<file path="src/rtl/hazard_stall_if.sv">
// Pipeline-side bundle for the hazard/stall unit: the decode, EX and MEM
// fields the unit inspects plus the hold/bubble/flush controls it returns.
interface hazard_stall_if #(
    parameter int CNT_W = 16
);
    logic [15:0]      ifid_Instr;
    logic             ifid_UsesRs;
    logic             ifid_UsesRt;
    logic             idex_MemRead;
    logic             idex_RegWriteEn;
    logic [2:0]       idex_RegD;
    logic             exmem_MemAccess;
    logic             dmem_Done;
    logic             exmem_BranchTaken;

    logic             pc_hold;
    logic             ifid_hold;
    logic             idex_hold;
    logic             exmem_hold;
    logic             idex_bubble;
    logic             memwb_bubble;
    logic             ifid_flush;
    logic             idex_flush;
    logic             timeout_err;
    logic [CNT_W-1:0] stall_cycles;

    // Pipeline side: presents stage fields, consumes controls.
    modport master (
        output ifid_Instr, ifid_UsesRs, ifid_UsesRt,
        output idex_MemRead, idex_RegWriteEn, idex_RegD,
        output exmem_MemAccess, dmem_Done, exmem_BranchTaken,
        input  pc_hold, ifid_hold, idex_hold, exmem_hold,
        input  idex_bubble, memwb_bubble, ifid_flush, idex_flush,
        input  timeout_err, stall_cycles
    );

    // Hazard unit side: consumes stage fields, produces controls.
    modport slave (
        input  ifid_Instr, ifid_UsesRs, ifid_UsesRt,
        input  idex_MemRead, idex_RegWriteEn, idex_RegD,
        input  exmem_MemAccess, dmem_Done, exmem_BranchTaken,
        output pc_hold, ifid_hold, idex_hold, exmem_hold,
        output idex_bubble, memwb_bubble, ifid_flush, idex_flush,
        output timeout_err, stall_cycles
    );
endinterface

</file>
<file path="src/rtl/hazard_stall_unit.sv">
// Hazard/stall unit beside decode: holds the pipeline during data-memory
// waits, flushes IF/ID and ID/EX on a taken branch, and inserts one bubble
// on a load-use dependency. Controls are combinational so they act in the
// same cycle; a sticky timeout flag and a saturating stall counter are kept.
module hazard_stall_unit #(
    parameter int MEM_TIMEOUT = 255,
    parameter int CNT_W       = 16
) (
    input  logic          clk,
    input  logic          rst_n,
    hazard_stall_if.slave bus
);

    localparam int WAIT_W = (MEM_TIMEOUT < 2) ? 1 : $clog2(MEM_TIMEOUT + 1);
    localparam logic [WAIT_W-1:0] WAIT_MAX = WAIT_W'(MEM_TIMEOUT);
    localparam logic [CNT_W-1:0]  CNT_MAX  = {CNT_W{1'b1}};

    localparam logic [0:0] ST_RUN      = 1'b0;
    localparam logic [0:0] ST_MEM_WAIT = 1'b1;

    logic [0:0]        state_r;
    logic [0:0]        state_nxt_s;
    logic [WAIT_W-1:0] wait_cnt_r;
    logic [WAIT_W-1:0] wait_cnt_nxt_s;
    logic              timeout_err_r;
    logic [CNT_W-1:0]  stall_cycles_r;

    logic              mem_wait_s;
    logic              rs_match_s;
    logic              rt_match_s;
    logic              load_use_s;

    logic              pc_hold_s;
    logic              ifid_hold_s;
    logic              idex_hold_s;
    logic              exmem_hold_s;
    logic              idex_bubble_s;
    logic              memwb_bubble_s;
    logic              ifid_flush_s;
    logic              idex_flush_s;

    // Only the Rs/Rt fields of the decode instruction matter here.
    logic              unused_instr_bits_s;
    assign unused_instr_bits_s = ^{bus.ifid_Instr[15:11], bus.ifid_Instr[4:0]};

    // Hazard conditions: a pending memory access, and a load in EX feeding decode.
    always_comb begin
        mem_wait_s = ((state_r == ST_MEM_WAIT) || bus.exmem_MemAccess) && !bus.dmem_Done;
        rs_match_s = bus.ifid_UsesRs && (bus.idex_RegD == bus.ifid_Instr[10:8]);
        rt_match_s = bus.ifid_UsesRt && (bus.idex_RegD == bus.ifid_Instr[7:5]);
        load_use_s = bus.idex_MemRead && bus.idex_RegWriteEn && (rs_match_s || rt_match_s);
    end

    // Prioritised control decode; reset forces every control low at once,
    // even while an access is still being presented.
    always_comb begin
        pc_hold_s      = 1'b0;
        ifid_hold_s    = 1'b0;
        idex_hold_s    = 1'b0;
        exmem_hold_s   = 1'b0;
        idex_bubble_s  = 1'b0;
        memwb_bubble_s = 1'b0;
        ifid_flush_s   = 1'b0;
        idex_flush_s   = 1'b0;
        if (!rst_n) begin
            pc_hold_s = 1'b0;
        end else if (mem_wait_s) begin
            // Freeze everything up to MEM; branch/load-use inputs stay stable
            // and are re-evaluated once the access completes.
            pc_hold_s      = 1'b1;
            ifid_hold_s    = 1'b1;
            idex_hold_s    = 1'b1;
            exmem_hold_s   = 1'b1;
            memwb_bubble_s = 1'b1;
        end else if (bus.exmem_BranchTaken) begin
            // The would-be consumer is squashed, so no load-use stall.
            ifid_flush_s = 1'b1;
            idex_flush_s = 1'b1;
        end else if (load_use_s) begin
            pc_hold_s     = 1'b1;
            ifid_hold_s   = 1'b1;
            idex_bubble_s = 1'b1;
        end else begin
            pc_hold_s = 1'b0;
        end
    end

    // Next-state logic for the RUN / MEM_WAIT machine.
    always_comb begin
        state_nxt_s = state_r;
        case (state_r)
            ST_RUN: begin
                if (bus.exmem_MemAccess && !bus.dmem_Done) begin
                    state_nxt_s = ST_MEM_WAIT;
                end else begin
                    state_nxt_s = ST_RUN;
                end
            end
            ST_MEM_WAIT: begin
                if (bus.dmem_Done) begin
                    state_nxt_s = ST_RUN;
                end else begin
                    state_nxt_s = ST_MEM_WAIT;
                end
            end
            default: state_nxt_s = ST_RUN;
        endcase
    end

    // Wait counter counts elapsed wait cycles, saturates at the timeout,
    // and clears as soon as the wait ends.
    always_comb begin
        wait_cnt_nxt_s = wait_cnt_r;
        if (mem_wait_s) begin
            if (wait_cnt_r == WAIT_MAX) begin
                wait_cnt_nxt_s = wait_cnt_r;
            end else begin
                wait_cnt_nxt_s = wait_cnt_r + WAIT_W'(1);
            end
        end else begin
            wait_cnt_nxt_s = {WAIT_W{1'b0}};
        end
    end

    // State, wait counter and sticky timeout flag.
    always_ff @(posedge clk or negedge rst_n) begin
        if (!rst_n) begin
            state_r       <= ST_RUN;
            wait_cnt_r    <= {WAIT_W{1'b0}};
            timeout_err_r <= 1'b0;
        end else begin
            state_r    <= state_nxt_s;
            wait_cnt_r <= wait_cnt_nxt_s;
            if (mem_wait_s && (wait_cnt_nxt_s == WAIT_MAX)) begin
                timeout_err_r <= 1'b1;
            end else begin
                timeout_err_r <= timeout_err_r;
            end
        end
    end

    // Saturating count of cycles in which the PC was held.
    always_ff @(posedge clk or negedge rst_n) begin
        if (!rst_n) begin
            stall_cycles_r <= {CNT_W{1'b0}};
        end else if (pc_hold_s && (stall_cycles_r != CNT_MAX)) begin
            stall_cycles_r <= stall_cycles_r + CNT_W'(1);
        end else begin
            stall_cycles_r <= stall_cycles_r;
        end
    end

    assign bus.pc_hold      = pc_hold_s;
    assign bus.ifid_hold    = ifid_hold_s;
    assign bus.idex_hold    = idex_hold_s;
    assign bus.exmem_hold   = exmem_hold_s;
    assign bus.idex_bubble  = idex_bubble_s;
    assign bus.memwb_bubble = memwb_bubble_s;
    assign bus.ifid_flush   = ifid_flush_s;
    assign bus.idex_flush   = idex_flush_s;
    assign bus.timeout_err  = timeout_err_r;
    assign bus.stall_cycles = stall_cycles_r;

endmodule

</file>
<file path="src/flat_wrapper.sv">
// flat-port wrapper written by rule: the top's interface ports become plain ports
module hazard_stall_unit_flat 
#(
    parameter int MEM_TIMEOUT = 255,
    parameter int CNT_W       = 16
)
  (clk, rst_n, bus_ifid_Instr, bus_ifid_UsesRs, bus_ifid_UsesRt, bus_idex_MemRead, bus_idex_RegWriteEn, bus_idex_RegD, bus_exmem_MemAccess, bus_dmem_Done, bus_exmem_BranchTaken, bus_pc_hold, bus_ifid_hold, bus_idex_hold, bus_exmem_hold, bus_idex_bubble, bus_memwb_bubble, bus_ifid_flush, bus_idex_flush, bus_timeout_err, bus_stall_cycles);
  hazard_stall_if #(.CNT_W(CNT_W)) bus_i ();
  input  logic clk;
  input  logic rst_n;
  input wire logic [$bits(bus_i.ifid_Instr)-1:0] bus_ifid_Instr;
  input wire logic [$bits(bus_i.ifid_UsesRs)-1:0] bus_ifid_UsesRs;
  input wire logic [$bits(bus_i.ifid_UsesRt)-1:0] bus_ifid_UsesRt;
  input wire logic [$bits(bus_i.idex_MemRead)-1:0] bus_idex_MemRead;
  input wire logic [$bits(bus_i.idex_RegWriteEn)-1:0] bus_idex_RegWriteEn;
  input wire logic [$bits(bus_i.idex_RegD)-1:0] bus_idex_RegD;
  input wire logic [$bits(bus_i.exmem_MemAccess)-1:0] bus_exmem_MemAccess;
  input wire logic [$bits(bus_i.dmem_Done)-1:0] bus_dmem_Done;
  input wire logic [$bits(bus_i.exmem_BranchTaken)-1:0] bus_exmem_BranchTaken;
  output wire logic [$bits(bus_i.pc_hold)-1:0] bus_pc_hold;
  output wire logic [$bits(bus_i.ifid_hold)-1:0] bus_ifid_hold;
  output wire logic [$bits(bus_i.idex_hold)-1:0] bus_idex_hold;
  output wire logic [$bits(bus_i.exmem_hold)-1:0] bus_exmem_hold;
  output wire logic [$bits(bus_i.idex_bubble)-1:0] bus_idex_bubble;
  output wire logic [$bits(bus_i.memwb_bubble)-1:0] bus_memwb_bubble;
  output wire logic [$bits(bus_i.ifid_flush)-1:0] bus_ifid_flush;
  output wire logic [$bits(bus_i.idex_flush)-1:0] bus_idex_flush;
  output wire logic [$bits(bus_i.timeout_err)-1:0] bus_timeout_err;
  output wire logic [$bits(bus_i.stall_cycles)-1:0] bus_stall_cycles;
  assign bus_i.ifid_Instr = bus_ifid_Instr;
  assign bus_i.ifid_UsesRs = bus_ifid_UsesRs;
  assign bus_i.ifid_UsesRt = bus_ifid_UsesRt;
  assign bus_i.idex_MemRead = bus_idex_MemRead;
  assign bus_i.idex_RegWriteEn = bus_idex_RegWriteEn;
  assign bus_i.idex_RegD = bus_idex_RegD;
  assign bus_i.exmem_MemAccess = bus_exmem_MemAccess;
  assign bus_i.dmem_Done = bus_dmem_Done;
  assign bus_i.exmem_BranchTaken = bus_exmem_BranchTaken;
  assign bus_pc_hold = bus_i.pc_hold;
  assign bus_ifid_hold = bus_i.ifid_hold;
  assign bus_idex_hold = bus_i.idex_hold;
  assign bus_exmem_hold = bus_i.exmem_hold;
  assign bus_idex_bubble = bus_i.idex_bubble;
  assign bus_memwb_bubble = bus_i.memwb_bubble;
  assign bus_ifid_flush = bus_i.ifid_flush;
  assign bus_idex_flush = bus_i.idex_flush;
  assign bus_timeout_err = bus_i.timeout_err;
  assign bus_stall_cycles = bus_i.stall_cycles;
  hazard_stall_unit #(.MEM_TIMEOUT(MEM_TIMEOUT), .CNT_W(CNT_W)) u_core (.clk(clk), .rst_n(rst_n), .bus(bus_i));
endmodule
</file>
<file path="config.mk">
export PLATFORM = sky130hd
export DESIGN_NAME = hazard_stall_unit_flat
export DESIGN_NICKNAME = d
export VERILOG_FILES = /design/src/rtl/hazard_stall_if.sv /design/src/rtl/hazard_stall_unit.sv /design/src/flat_wrapper.sv
export SDC_FILE = /design/constraint.sdc
export NUM_CORES = 1
export LEC_CHECK = 0
export BUFFER_PORTS_ARGS = -buffer_cell sky130_fd_sc_hd__buf_2
export CAP_MARGIN = 20
export CORE_ASPECT_RATIO = 1.5
export CORE_MARGIN = 1
export CORE_UTILIZATION = 53
export CTS_BUF_LIST = sky130_fd_sc_hd__clkbuf_8 sky130_fd_sc_hd__clkbuf_16
export DETAILED_ROUTE_END_ITERATION = 10
export MAX_ROUTING_LAYER = met4
export PLACE_DENSITY = 0.92
export SYNTH_ARGS = -nofsm -noshare
export SYNTH_HDL_FRONTEND = slang
export SYNTH_SLANG_ARGS = --single-unit
export TNS_END_PERCENT = 20
</file>
<file path="constraint.sdc">
create_clock -name clk -period 3.72 [get_ports clk]
set_input_delay 0.372 -clock clk [delete_from_list [all_inputs] [get_ports clk]]
set_output_delay 0.372 -clock clk [all_outputs]
set_load 0.02 [all_outputs]
</file>
==> results of run 1 <==
## Yosys cell counts (all sizes together), types with 2 or more instances
library cell   n
nor2          13
xnor2         19
nand2          7
o211ai         5
mux2           2
and3           5
nand2b         3
buf            6
nand4b         2
o2111ai        3
inv            6
dfrtp         26
a21oi          2
nor3           6
ha             2
nand4          5
nand3         10
xor2           2
mux2i          2
o21ai          5
a31oi          4
## sequential cells by signal (all words and copies together) (netlist names)
signal,cells
u_core.state_r,1
u_core.wait_cnt_r,8
u_core.bus.stall_cycles,16
u_core.bus.timeout_err,1
## kinds of logic after synthesis
group | synth area share [%]
AOI/OAI and AO/OA | 13.64
xor gates and xnor gates | 12.37
adders and majority gates | 1.683
buffers and inverters | 4.209
DFF | 43.77
muxes | 2.862
and+or+nand+nor | 21.47
## routing by layer
layer | global-route usage, % | vias up | part of all wire, %
met5 | - | - | 0
met4 | 9.470 | 0 | 2.0
met3 | 2.439 | 9 | 2.8
met2 | 44.02 | 34 | 56
met1 | 25.22 | 605 | 39
li1 | - | 609 | -
## area by class of cell
type                            count  share of cell area, %
Inverter                            6                  1.286
Timing Repair Buffer               43                  12.43
Multi-Input combinational cell    109                  44.14
Sequential cell                    26                  37.14
Clock buffer                        3                  2.357
Tap cell                           37                  2.643
## worst paths after layout
check,start,end
worst max-delay path,u_core.state_r,bus_ifid_hold
worst min-delay path,rst_n,u_core.wait_cnt_r[2]
worst max register to register,u_core.bus.stall_cycles[0],u_core.bus.stall_cycles[1]
worst min register to register,u_core.bus.timeout_err,u_core.bus.timeout_err
max in group asynchronous,rst_n,u_core.wait_cnt_r[5]
min in group clk,bus_dmem_Done,u_core.wait_cnt_r[0]
## placed cells by master, fill, tap and decap left out, types with 3 or more instances in the layout
| master | n |
|---|---|
| buf_2 | 42 |
| dfrtp_1 | 26 |
| xnor2_1 | 19 |
| nor2_1 | 12 |
| nand3_1 | 8 |
| nor3_1 | 6 |
| nand2_1 | 6 |
| and3_1 | 5 |
| nand4_1 | 5 |
| inv_1 | 5 |
| o211ai_1 | 5 |
| a31oi_1 | 4 |
| o21ai_0 | 3 |
| nand2b_1 | 3 |
| o2111ai_1 | 3 |
| clkbuf_8 | 3 |
## per-stage QoR
step / util, % / hold slack, ps / cell area (um2) / std cells
final: 65.45 / 106.5 / 1752 / 224
after global routing: 65.45 / 155.5 / 1752 / 224
after CTS: 65.45 / 124.2 / 1752 / 224
after detailed placement: 63.91 / 415.4 / 1710 / 221
after global placement: 63.91 / 407.0 / 1710 / 221
after floorplan: - / 76.41 / 1486 / 147
## power breakdown
part           switching (uW)  internal [uW]
Clock                    80.2           72.4
Combinational            89.9           65.5
Sequential               40.6            310
==> metrics.cfg, run 1 <==
[synthesis]
yosysTopAreaCellShare_pct=43.77
synth_top_area_cell=dfrtp_1
synth_cell_type_count=40
syn-cell-area_um2=1486
synth_ff_type=dfrtp_1
postSynth.asyncResetShare_pct=100.0
syn_nets=177
synth_cells=147
avgSynthCellArea_um2=10.11
yosys-top-cells-area=dfrtp_1 (44%), xnor2_1 (11%), nor2_1 (3.0%)
synth_edf_count=0
synth_seq_cells=26
ys_seq_area_share_pct=43.77
yosysWarnings=0

[power_and_ir_drop]
cellPowerDensity_nw_per_um2=376.2
power_uw=659.0
leakagePower_uw=0.0008264
ir_worst_vdd_mv=0.3832

[die]
rows=23
fp.dieH_um=66.86
initial_core_util_pct=55.54
dieWidth_um=45.24
core-area_um2=2676
dieArea_um2=3025
num_io_pins=53

[sta]
tns_ps=0
tightestPinTransition_ps=604.7
setup_viol=0
hold_viol=0
relSlewSlack_pct=59.69
timing.final.ws_setup_ps=1481
fin_crit_ps=2239
fmax_ghz=0.4465
period_share_pct=60.20
slew_viol_final=0
skew_ps=2.061
grt_setup_unrepaired=no

[clock_tree]
postCtsSetupRepairBufs=0
clkLatencyLatePin_ps=260
clkSinkCount=26
cts_buffers=3
root_buffer=clkbuf_8
cts_buffer_depth=2
clk_pin_slew_ps=80
cts.repair.resized=0
cts_tree=done
htree_levels=1
postCtsHoldBufs=0

[run_status]
status=completed

[drt]
dr.first_iter.drc_count=23
vias=1257
routedWlPerCell_um=14.15
first_pass_iters=5
drc=0
antenna_left=0
routed_wirelength_um=3169
via_per_inst=5.612

[setup_path]
end_kind=output pin
critPathTopFamily=simple AND/OR/NAND/NOR gates
crit_cells=6
arrival_ps=1870
start_kind=register
worst-setup-path-type=register to output pin
regToRegSetupSlack_ps=1740
r2r_cells=6
max_stage_delay_ps=400
cp_num_buf_inv=3
crit_path_top_delay_cell=dfrtp_1
path_cells=o21bai_4 > inv_2 > nand2_1 > inv_1 > or2_2 > buf_2
cp_max_fo=14
crit_required_ps=3350

[finish]
fin_nets=219
areaGrowthSynthToFinish_pct=17.85
num_antenna_cells=0
drive_above_1_share_pct=29.95
multiInputGateArea_um2=773.2
register_area_um2=650.6
nFillCells=228

[flow_run]
cap_viol_max_count=0

[global_routing]
antenna_found_initial=0
grt_max_degree=30
grt_use_total_pct=23.97
grt-ovfl-total=0
grt_pass1_vias=1204
grt_pass1_wl_um=5112

[worst_hold_path]
hp-class=input port to async pin

[placed_design]
routabilityCongestion=0.8588
numPortBuffers=42
post-place-ws_ps=1464
place_hpwl_um=2414

Power figures use the tool's default switching activity.
==> run 2, diff against run 1 <==
Settings changed: CORE_UTILIZATION 53 to 44, PLACE_DENSITY 0.92 to 0.83.
Clock period 3.72 ns to 1.9 ns, I/O delays scaled along.
==> run 2 against run 1 <==
  * Sequential share of layout area shrank 1.9 points
  * Flip-flop and latch count is the same
  * Cell area grew 5.5%
  * Highest routed layer unchanged
  * First-iteration DRC count grew 52%
  * Clock skew grew 3.8 ps
  * Register-to-register slack lost 1600 ps
  * Non-clock buffer count grew 8
==> metrics.cfg, run 2 (synthesis gave the netlist of run 1 again) <==
[drt]
drc=0  ; unchanged
via_per_inst=5.483  ; was 5.612
antenna_left=0  ; unchanged
routed_wirelength_um=3445  ; was 3169 um
routedWlPerCell_um=14.60  ; was 14.15 um
first_pass_iters=4  ; was 5
vias=1294  ; was 1257
dr.first_iter.drc_count=35  ; was 23

[power_and_ir_drop]
pwr-share-seq_pct=46.8  ; was 53.3%
cellPowerDensity_nw_per_um2=788.6  ; was 376.2 nW/um2
clockPowerShare_pct=31.2  ; was 23.2%
swShare_pct=29.52  ; was 31.97%
power_uw=1457  ; was 659.0 uW
p_int_uw=1027  ; was 448.3 uW
p_comb_share_pct=22.0  ; was 23.6%
power.switching_uw=430.2  ; was 210.7 uW
leakagePower_uw=0.0008768  ; was 0.0008264 uW
ir_worst_vdd_mv=0.8313  ; was 0.3832 mV

[setup_path]
end_kind=output pin  ; unchanged
arrival_ps=1610  ; was 1870 ps
worstReg2RegEnd=u_core.bus.stall_cycles[9]  ; was u_core.bus.stall_cycles[1]
regToRegSetupSlack_ps=150  ; was 1740 ps
crit_required_ps=1710  ; was 3350 ps
r2r_cells=6  ; unchanged
r2r_start=u_core.bus.stall_cycles[0]  ; unchanged
crit_path_start=u_core.state_r  ; unchanged
worst-setup-path-type=register to output pin  ; unchanged
start_kind=register  ; unchanged
cp_max_fo=8  ; was 14
critPathCapture=bus_ifid_hold  ; unchanged

[clock_tree]
htree_levels=1  ; unchanged
cts_buffers=3  ; unchanged
cts_buffer_depth=2  ; unchanged
cts_tree=done  ; unchanged
clkLatencyLatePin_ps=270  ; was 260 ps
clkSinkCount=26  ; unchanged
root_buffer=clkbuf_8  ; unchanged
clk_pin_slew_ps=90  ; was 80 ps

[worst_hold_path]
hold_depth=3
hp-class=input port to register  ; was input port to async pin

[placed_design]
place_hpwl_um=2710  ; was 2414 um
routabilityCongestion=0.7898  ; was 0.8588
numPortBuffers=42  ; unchanged

[global_routing]
grt_use_total_pct=21.29  ; was 23.97%
grt_pass1_wl_um=5651  ; was 5112 um
grt_pass1_vias=1307  ; was 1204
grt-ovfl-total=0  ; unchanged
antenna_found_initial=0  ; unchanged
grt_max_degree=16  ; was 30

[finish]
num_antenna_cells=0  ; unchanged
final_common_cell=buf_2  ; unchanged
fin_nets=227  ; was 219
areaGrowthSynthToFinish_pct=24.33  ; was 17.85%
drive_above_1_share_pct=33.16  ; was 29.95%
largest_register_ff_count=16  ; unchanged
final_cell_mix=buf_2 (42), dfrtp_1 (26), xnor2_1 (19), nor2_1 (12)  ; was buf_2 (42), dfrtp_1 (26), xnor2_1 (19), nor2_1 (12), nand3_1 (8)

[sta]
slew_viol_final=0  ; unchanged
grt_setup_unrepaired=no  ; unchanged
tightestPinTransition_ps=406.4  ; was 604.7 ps
fin_crit_ps=1802
fmax_ghz=0.5548
tns_ps=0  ; unchanged
relSlewSlack_pct=72.90  ; was 59.69%
period_share_pct=94.87
skew_ps=5.898  ; was 2.061 ps
setup_viol=0  ; unchanged
hold_viol=0  ; unchanged

[die]
dieArea_um2=3619  ; was 3025 um2
dieWidth_um=49.46  ; was 45.24 um
fp.dieH_um=73.19  ; was 66.86 um
core-area_um2=3191  ; was 2676 um2
num_io_pins=53  ; unchanged
rows=25  ; was 23
initial_core_util_pct=46.59  ; was 55.54%

[flow_run]
cap_viol_max_count=0  ; unchanged

[run_status]
status=completed  ; unchanged

==> run 2: final cells by class <==
class	instances	area (um2)
inverters	6	22.52
flip-flops and latches	26	650.6
clock inverters	1	30.03
well taps	40	50.05
repair buffers	51	280.3
clock buffers	3	41.29
multi-input cells	109	773.2
fillers	310	1343
==> run 2: metal layers <==
metal,vias up,GRT usage (%),routed length (um),part of all wire [%]
li1,625,-,-,-
met5,-,-,0,0
met2,29,42.62,1987,58
met4,0,6.349,48,1.4
met1,633,20.24,1305,38
met3,7,3.542,104,3.0
==> run 2: worst max-delay path: stages, from the launching register on <==
cell and delay [ps]:
dfrtp_1 410, o21bai_4 130, inv_2 70, nand2_1 150, inv_2 110, or2_2 320
buf_2 160
==> run 2: through the flow <==
step | hold WS (ps) | instance area, um2 | cells | util, % | worst slack (ps)
2_1_floorplan | -105.6 | 1486 | 147 | - | 2.229
3_3_place_gp | 178.7 | 1767 | 231 | 55.37 | 120.5
3_5_place_dp | 184.0 | 1767 | 231 | 55.37 | 79.03
4_1_cts | 198.8 | 1848 | 236 | 57.92 | 31.49
5_1_grt | 206.2 | 1848 | 236 | 57.92 | 13.88
6_report | 200.7 | 1848 | 236 | 57.92 | 97.54
==> run 2: power by group through the flow <==
stage | Combinational, uW | Sequential (uW) | Clock, uW
2_1_floorplan | 141 | 744 | 0
3_3_place_gp | 315 | 690 | 0
3_5_place_dp | 322 | 692 | 0
4_1_cts | 324 | 682 | 463
5_1_grt | 346 | 691 | 481
6_report | 320 | 683 | 455
==> run 2: worst min-delay path by stage <==
stage                                 end     startpoint
4_1_cts                    u_core.state_r  bus_dmem_Done
5_1_grt                    u_core.state_r  bus_dmem_Done
3_5_place_dp               u_core.state_r          rst_n
2_1_floorplan  u_core.bus.stall_cycles[0]          rst_n
3_3_place_gp               u_core.state_r          rst_n
6_report                   u_core.state_r  bus_dmem_Done
==> run 2: timing repair <==
item / in CTS / in global routing
gates resized for setup: 0 / 1
setup endpoints to repair: 0 / 10
hold buffers: 1 / 0
endpoints found under the hold margin: 26 / 0
setup buffers: 0 / 0
==> run 3, diff against run 2 <==
Settings changed: CORE_UTILIZATION 44 to 40, PLACE_DENSITY 0.83 to 0.77.
==> run 3 against run 2 <==
  * Final cell count grew 1.3%
  * Via count grew 3.1%
  * Critical endpoint unchanged
  * Fmax is 0.82% higher
==> metrics.cfg, run 3 (synthesis gave the netlist of run 1 again) <==
[global_routing]
grt_max_degree=15  ; was 16
antenna_found_initial=0  ; unchanged
grt_pass1_vias=1323  ; was 1307
grt-ovfl-total=0  ; unchanged
grt_use_total_pct=19.70  ; was 21.29%
grt_pass1_wl_um=5802  ; was 5651 um

[drt]
dr.first_iter.drc_count=33  ; was 35
routedWlPerCell_um=14.10  ; was 14.60 um
met1Wirelength_um=1309  ; was 1305 um
drc=0  ; unchanged
via_per_inst=5.582  ; was 5.483
antenna_left=0  ; unchanged
highest_layer=met4  ; unchanged
vias=1334  ; was 1294
first_pass_iters=4  ; unchanged
met3_length_um=143  ; was 104 um
routed_wirelength_um=3370  ; was 3445 um
routed-wl-met2_um=1792  ; was 1987 um

[clock_tree]
cts_buffer_depth=2  ; unchanged
postCtsSetupRepairBufs=0  ; unchanged
cts_buffers=3  ; unchanged
clkLatencyLatePin_ps=260  ; was 270 ps
cts_tree=done  ; unchanged
clkSinkCount=26  ; unchanged
root_buffer=clkbuf_8  ; unchanged
clk_pin_slew_ps=80  ; was 90 ps
htree_levels=1  ; unchanged

[sta]
relSlewSlack_pct=72.90  ; about the same
hold_viol=0  ; unchanged
fmax_ghz=0.5593  ; was 0.5548 GHz
whs_ps=192.1  ; was 200.7 ps
slew_viol_final=0  ; unchanged
grt_setup_unrepaired=no  ; unchanged
fin_crit_ps=1788  ; was 1802 ps
tns_ps=0  ; unchanged
tightestPinTransition_ps=406.4  ; about the same
setup_viol=0  ; unchanged
period_share_pct=94.10  ; was 94.87%
skew_ps=1.912  ; was 5.898 ps

[power_and_ir_drop]
leakagePower_uw=0.0008728  ; was 0.0008768 uW
ir_worst_vdd_mv=0.6682  ; was 0.8313 mV
cellPowerDensity_nw_per_um2=719.2  ; was 788.6 nW/um2

[die]
dieWidth_um=51.78  ; was 49.46 um
dieArea_um2=3969  ; was 3619 um2
initial_core_util_pct=42.70  ; was 46.59%
rows=26  ; was 25
num_io_pins=53  ; unchanged
core-area_um2=3481  ; was 3191 um2
fp.dieH_um=76.66  ; was 73.19 um

[setup_path]
crit_required_ps=1710  ; about the same
worst-setup-path-type=register to output pin  ; unchanged
arrival_ps=1600  ; was 1610 ps
start_kind=register  ; unchanged
end_kind=output pin  ; unchanged
cp_max_fo=10  ; was 8

[placed_design]
routabilityCongestion=0.8708  ; was 0.7898
place_hpwl_um=2586  ; was 2710 um
numPortBuffers=42  ; unchanged
dp_cells=235  ; was 231

[finish]
largest_register_ff_count=16  ; unchanged
stdcell_count=239  ; was 236
areaGrowthSynthToFinish_pct=23.82  ; was 24.33%
fin_nets=229  ; was 227
num_antenna_cells=0  ; unchanged
drive_above_1_share_pct=34.01  ; was 33.16%
final_common_cell=buf_2  ; unchanged
final_cell_mix=buf_2 (42), dfrtp_1 (26), xnor2_1 (19), nor2_1 (12), buf_4 (10)  ; was buf_2 (42), dfrtp_1 (26), xnor2_1 (19), nor2_1 (12)

[flow_run]
cap_viol_max_count=0  ; unchanged

[run_status]
status=completed  ; unchanged

[worst_hold_path]
hp-class=input port to register  ; unchanged

[run 3: through the flow]
stage	total power [uW]	setup WS [ps]	instance area, um2	util (%)
final	1324	112.2	1841	52.88
after global routing	1400	20.24	1841	52.88
after CTS	1337	26.42	1836	52.73
after detailed placement	1030	127.6	1784	51.26
after global placement	1022	168.4	1784	51.26
after floorplan	885.2	2.229	1486	-
[run 3: per-layer routing]
layer / track usage (%) / vias up
li1: - / 631
met1: 21.22 / 637
met2: 34.03 / 54
met3: 2.976 / 12
met4: 9.459 / 0
met5: - / -
[run 3: power by group]
group	total [uW]	switching (uW)	internal (uW)
clock	302	160	142
sequential	671	63.1	608
combinational	351	196	155
total	1320	419	904
[run 3: final timing paths]
check / startpoint / end / slack [ps] / depth (start not counted)
min in group asynchronous: rst_n / u_core.bus.stall_cycles[15] / 470 / 3
setup reg to reg: u_core.bus.stall_cycles[1] / u_core.bus.stall_cycles[11] / 220 / 6
hold / removal: bus_dmem_Done / u_core.state_r / 190 / 3
max in group asynchronous: rst_n / u_core.bus.stall_cycles[5] / 1270 / 3
setup / recovery: u_core.state_r / bus_ifid_hold / 110 / 6
hold reg to reg: u_core.bus.timeout_err / u_core.bus.timeout_err / 480 / 1
[run 3: cell type report]
cell class | count | area, um2
Sequential cell | 26 | 650.6
Fill cell | 331 | 1640
Tap cell | 42 | 52.55
Inverter | 6 | 22.52
Timing Repair Buffer | 53 | 295.3
Multi-Input combinational cell | 109 | 778.2
Clock buffer | 3 | 41.29
[run 3: what timing repair did]
action / CTS / global route
gates resized for setup: 0 / 2
hold buffers: 1 / 0
setup endpoints to repair: 0 / 5
hold endpoints to repair: 26 / 0
[run 3: critical path, cell delays in order (launching register included)]
cell and delay, ps:
dfrtp_1 400, o21bai_4 120, inv_2 70, nand2_1 140, inv_2 120, or2_2 310
buf_2 160
